<file path="src/rtl/vec_xfer_seq.sv">
// Vector load/store sequencer: moves up to NUM_ELEM words between a flat vector
// register and a word-addressed memory with one-cycle read latency.
module vec_xfer_seq #(
  parameter int ELEM_W   = 16,
  parameter int NUM_ELEM = 16,
  parameter int ADDR_W   = 16,
  localparam int CNT_W   = $clog2(NUM_ELEM),
  localparam int VEC_W   = ELEM_W*NUM_ELEM
) (
  input  logic              Clk1,
  input  logic              Reset,
  input  logic              start,
  input  logic              is_store,
  input  logic [ADDR_W-1:0] base_addr,
  input  logic [CNT_W-1:0]  count,
  input  logic [VEC_W-1:0]  wdata_vec,
  input  logic [ELEM_W-1:0] DataIn,
  output logic              busy,
  output logic              done,
  output logic [VEC_W-1:0]  rdata_vec,
  output logic [ADDR_W-1:0] Addr,
  output logic              RD,
  output logic              WR,
  output logic [ELEM_W-1:0] dataOut
);

  typedef enum logic [2:0] {S_IDLE, S_LOAD, S_DRAIN, S_STORE, S_DONE} state_t;

  typedef struct packed {
    logic [CNT_W-1:0]                   last;
    logic [NUM_ELEM-1:0][ELEM_W-1:0]    wdata;
  } req_t;

  state_t                          state;
  req_t                            req;
  logic [CNT_W-1:0]                idx;
  logic [NUM_ELEM-1:0][ELEM_W-1:0] rdata_q;

  assign rdata_vec = rdata_q;

  always_ff @(posedge Clk1) begin
    if (Reset) begin
      state   <= S_IDLE;
      req     <= '0;
      idx     <= '0;
      rdata_q <= '0;
      busy    <= 1'b0;
      done    <= 1'b0;
      RD      <= 1'b0;
      WR      <= 1'b0;
      Addr    <= '0;
      dataOut <= '0;
    end else begin
      case (state)
        S_IDLE: if (start) begin
          req.last  <= count;
          req.wdata <= wdata_vec;
          idx       <= '0;
          busy      <= 1'b1;
          Addr      <= base_addr;
          if (is_store) begin
            state   <= S_STORE;
            WR      <= 1'b1;
            dataOut <= wdata_vec[ELEM_W-1:0];
          end else begin
            // unused tail elements must read back as zero once the load ends
            state   <= S_LOAD;
            RD      <= 1'b1;
            rdata_q <= '0;
          end
        end
        S_LOAD: begin
          // DataIn this cycle answers the read issued one cycle earlier
          if (idx != '0) rdata_q[idx - 1'b1] <= DataIn;
          if (idx == req.last) begin
            state <= S_DRAIN;
            RD    <= 1'b0;
            Addr  <= '0;
          end else begin
            idx  <= idx + 1'b1;
            Addr <= Addr + 1'b1;
          end
        end
        S_DRAIN: begin
          rdata_q[req.last] <= DataIn;
          state             <= S_DONE;
          done              <= 1'b1;
        end
        S_STORE: begin
          if (idx == req.last) begin
            state   <= S_DONE;
            WR      <= 1'b0;
            Addr    <= '0;
            dataOut <= '0;
            done    <= 1'b1;
          end else begin
            idx     <= idx + 1'b1;
            Addr    <= Addr + 1'b1;
            dataOut <= req.wdata[idx + 1'b1];
          end
        end
        S_DONE: begin
          state <= S_IDLE;
          done  <= 1'b0;
          busy  <= 1'b0;
        end
        default: state <= S_IDLE;
      endcase
    end
  end

endmodule

</file>
<file path="config.mk">
export PLATFORM = sky130hd
export DESIGN_NAME = vec_xfer_seq
export DESIGN_NICKNAME = d
export VERILOG_FILES = /design/src/rtl/vec_xfer_seq.sv
export SDC_FILE = /design/constraint.sdc
export NUM_CORES = 1
export LEC_CHECK = 0
export CORE_ASPECT_RATIO = 1.5
export CORE_UTILIZATION = 40
export DETAILED_ROUTE_END_ITERATION = 12
export PLACE_DENSITY = 0.68
export SYNTH_ARGS = -nofsm -noshare
export SYNTH_HDL_FRONTEND = slang
export SYNTH_SLANG_ARGS = --single-unit
</file>
<file path="constraint.sdc">
create_clock -name Clk1 -period 3.74 [get_ports Clk1]
set_input_delay 0.748 -clock Clk1 [delete_from_list [all_inputs] [get_ports Clk1]]
set_output_delay 0.748 -clock Clk1 [all_outputs]
set_load 0.02 [all_outputs]
</file>
==> results <==
- For this design, the CTS-stage hold fixing added 0 buffers.
- The register bit total from synthesis is 559.
- The floorplan step defined a die boundary enclosing 0.0569 sq mm.
- The count of nets left with antenna violations once routing finished came out at 0.
- The root buffer cell chosen for the clock tree is clkbuf_16.
- Setup repair after global routing left no endpoint under its margin.
- The count of mapped cells out of synthesis is ~2,300.
- The sort of element at the start of the critical path is a flop.
- For the pin with the worst max-slew slack, the measured transition is 1030 ps.
- The die outline height is between 200 and 300 microns.
- The first TritonRoute pass finished after 5 iterations.
- The number of synthesized flops with an enable pin is 0.
- Dividing total power by cell area gives a power density of about 480 mW/mm^2.
- The max-slew headroom at the worst pin is between 30% and 40%.
- The average size of a mapped cell is ~9.8 sq um.
- Clock skew on the completed layout was measured at ~21 ps.
- The first element of the critical path is idx[0].
- Of the post-synthesis cell area, the part taken by muxes is under 10%.
- After Yosys synthesis, XOR and XNOR cells account for less than 1% of the synthesized area.
- The maximum root-to-sink buffer count is 3.
- The dominant combinational cell family by area after synthesis is compound AO/OA/AOI/OAI gates.
- The endpoint of the worst setup timing path is dataOut[4].
- The post-place setup slack is around 640 ps.
- The worst register-to-register path ends at dataOut[4].
- The region available for standard cell placement spans 0.0549 sq mm.
- The worst hold path begins at req[247].
- The slowest stage of the critical path is the nand4_1 cell.
- The most frequently used flop master after synthesis is dfxtp_1.
- The number of DRC markers after the initial detailed-route iteration is ~1,300.
- The number of input and output port buffers inserted is approximately 600.
- The final hold slack is 453 ps.
- The share of layout cells above drive strength 1 is a little over a tenth.
- The placed wire-length estimate is 58.4 mm.
- The synthesized cell area is 0.0224 sq mm.
- The starting utilization of the core area is 40.7%.
- Summing the sequential cell areas from Yosys gives ~50% of the chip area.
- The initial antenna violation count is 9.
- The post-synthesis net count is 2,590.
- The number of maximum-capacitance violations is 0.
- By instance count, the cell type seen most on the critical path is nand4_1.
- The number of H-tree branching levels is 2.
- The total overflow left after global routing is 0.
- The net count of the finished layout is around 3,100.
- The total cell area at the placement stage is around 0.028 sq mm.
- The area share of fa/ha/maj cells after synthesis is less than 1%.
- Cells fill a little under three fifths of the core in the end.
- Counting I/O delays and the setup requirement, the final critical path takes approximately 3000 ps.
- The critical path goes through buf_4 > xnor2_1 > nand4_1 > nand4_1 > o221a_2 > nor3_1.
- The total track usage is between 20% and 30%.
- The share of flip-flops with an asynchronous set or reset is 0%.
- The post-synthesis to final-layout area growth is 35.6%.
- The maximum VDD drop is 334 uV.
- The worst hold-check path type is flop to flop.
- The number of post-CTS setup repair buffers is 0.
- Buffers inserted during clock tree synthesis total 53.
- The worst setup path is of the flop to flop kind.
- The via count normalized by instance count is approximately 5.6.
- For this design the static power due to leakage is slightly above 10 nW.
- Leaving out fill and tap cells, the most frequent cell in the layout is clkdlybuf4s50_1.
- The slack of the worst reg-to-reg path is about 690 ps.
- The number of hold-slack violations in the final timing report is 0.
- The routed layout has 19,600 vias.
- The portion of the clock cycle consumed by the worst path in the final layout is about four fifths.
- The maximum net fanout on the critical path is 38.
- The x dimension of the die is a little under 200 microns.
- The number of cells on the worst reg-to-reg path is 6.
- The accumulated negative setup slack is 0 ps.
- The via count of the first global-routing pass was between 15,000 and 20,000.
- The clock drives between 500 and 600 sinks.
- The finished cells cover around 0.030 sq mm.
- The delay contributed by the slowest stage of the critical path is between 700 and 800 ps.
- In this run the count of I/O pins placed on the die edge is roughly 590.
- The final setup violation count is 0.
- The global-route wire length before repair is around 120 mm.
- The arrival time at the worst endpoint is around 3600 ps.
- The simple-gate area share of the yosys netlist is between 10 and 15%.
- The worst path required time is between 4000 and 5000 ps.
- The TritonCTS clock tree is done.
- The synthesized netlist devotes around 22% of its cell area to compound gates.
- STA classifies the critical path endpoint as a flop.
- Routability-driven placement finished with a final weighted congestion of about 0.87.
- The max-slew violation count was 0.
- The number of gates resized after CTS was 0.
- The insertion delay to the later sink of the worst-skew pair is about 600 ps.
- The final worst slack is ~690 ps.
- During synthesis, Yosys emitted a total of 0 warnings.
- The top cell types in the final layout, fill and taps aside, are clkdlybuf4s50_1, dfxtp_1, nand2_1, a21oi_1, o2bb2ai_1.
- The number of rows in the core area is 105.
- The flow ran to the end, and the final reports show no timing, DRC or antenna violations.
- The mean routed wirelength per cell is approximately 23 microns.
- The maximum operating frequency is around 0.33 GHz.
- The worst register-to-register path begins at idx[0].
- The count of different cell masters after synthesis is 74.
- The total routed wirelength is approximately 80 mm.
- The clock input transition at the sequential cells of the worst setup and hold paths is around 70 ps.
- The total DRC errors in the routed layout is 0.
- The maximum number of pins on one net before global-route repair is 150.
per-layer routing:
metal	track usage, %	vias up	routed length [microns]
met2	49.1	793	41000
li1	-	9140	-
met3	5.58	154	5200
met4	13.3	6	3780
met5	0	-	45
met1	30.2	9541	29600
cells in the mapped netlist, types with 18 or more instances:
cell type / n / area share, %
buf_6: 18 / 0.91
o2bb2ai_1: 204 / 8.0
dfxtp_1: 559 / 50
buf_2: 88 / 2.0
a22oi_1: 32 / 1.1
clkbuf_1: 72 / 1.2
nand2_1: 553 / 9.3
mux2i_1: 33 / 1.5
a21oi_1: 309 / 6.9
buf_4: 18 / 0.60
mux4_2: 64 / 6.4
o2bb2ai_2: 21 / 1.4
nor2_1: 83 / 1.4
sequential cells by signal (all words and copies together), names as in the netlist:
register	flops
dataOut	16
Addr	16
rdata_vec	256
done	1
req	260
WR	1
busy	1
state	3
RD	1
idx	4
worst max-delay path: cells and delay by family, from the launching register on:
family	cells	cell delay, ps
AO/OA/AOI/OAI	1	580
flip-flops	1	400
buffers and inverters	1	600
AND/OR/NAND/NOR	3	1160
XOR/XNOR	1	220
worst min-delay path by stage:
| stage | slack (ps) | endpoint | cells past startpoint |
|---|---|---|---|
| 4_1_cts | 450 | req[239] | 2 |
| 2_1_floorplan | 430 | req[112] | 2 |
| 3_5_place_dp | 450 | rdata_vec[82] | 1 |
| 5_1_grt | 460 | req[183] | 2 |
| 3_3_place_gp | 440 | req[0] | 2 |
| 6_report | 450 | req[247] | 2 |
logic make-up (layout without fill, tap and decap cells):
| kind of cell | count (synthesis) | count (layout) |
|---|---|---|
| and+or+nand+nor | 735 | 735 |
| AOI/OAI and AO/OA | 676 | 676 |
| DFF | 559 | 559 |
| buffers and inverters | 205 | 729 |
| muxes | 97 | 97 |
| xor gates and xnor gates | 10 | 10 |
| adders and majority gates | 6 | 6 |
| other | 0 | 7 |
layout make-up:
| type | count | area (sq um) |
|---|---|---|
| timing repair buffer | 625 | 6250 |
| sequential | 559 | 11200 |
| clock buffer | 75 | 1560 |
| antenna | 7 | 17.5 |
| tap | 695 | 870 |
| fill | 4944 | 24600 |
| inverter | 6 | 22.5 |
| clock inverter | 23 | 280 |
| multi-input combinational | 1524 | 10100 |
metrics by stage:
stage	total power, mW	std cells
finish	14.7	3514
global route	15.2	3513
CTS	14.7	3507
detailed placement	9.11	3409
global placement	9.06	3409
floorplan	8.13	2288
where the power goes:
part	internal (mW)	switching, mW	total (mW)
combinational	0.980	1.51	2.49
sequential	6.28	0.218	6.49
clock	3.32	2.36	5.68
total	10.6	4.09	14.7
No activity file was read; power rests on OpenSTA's default activity.
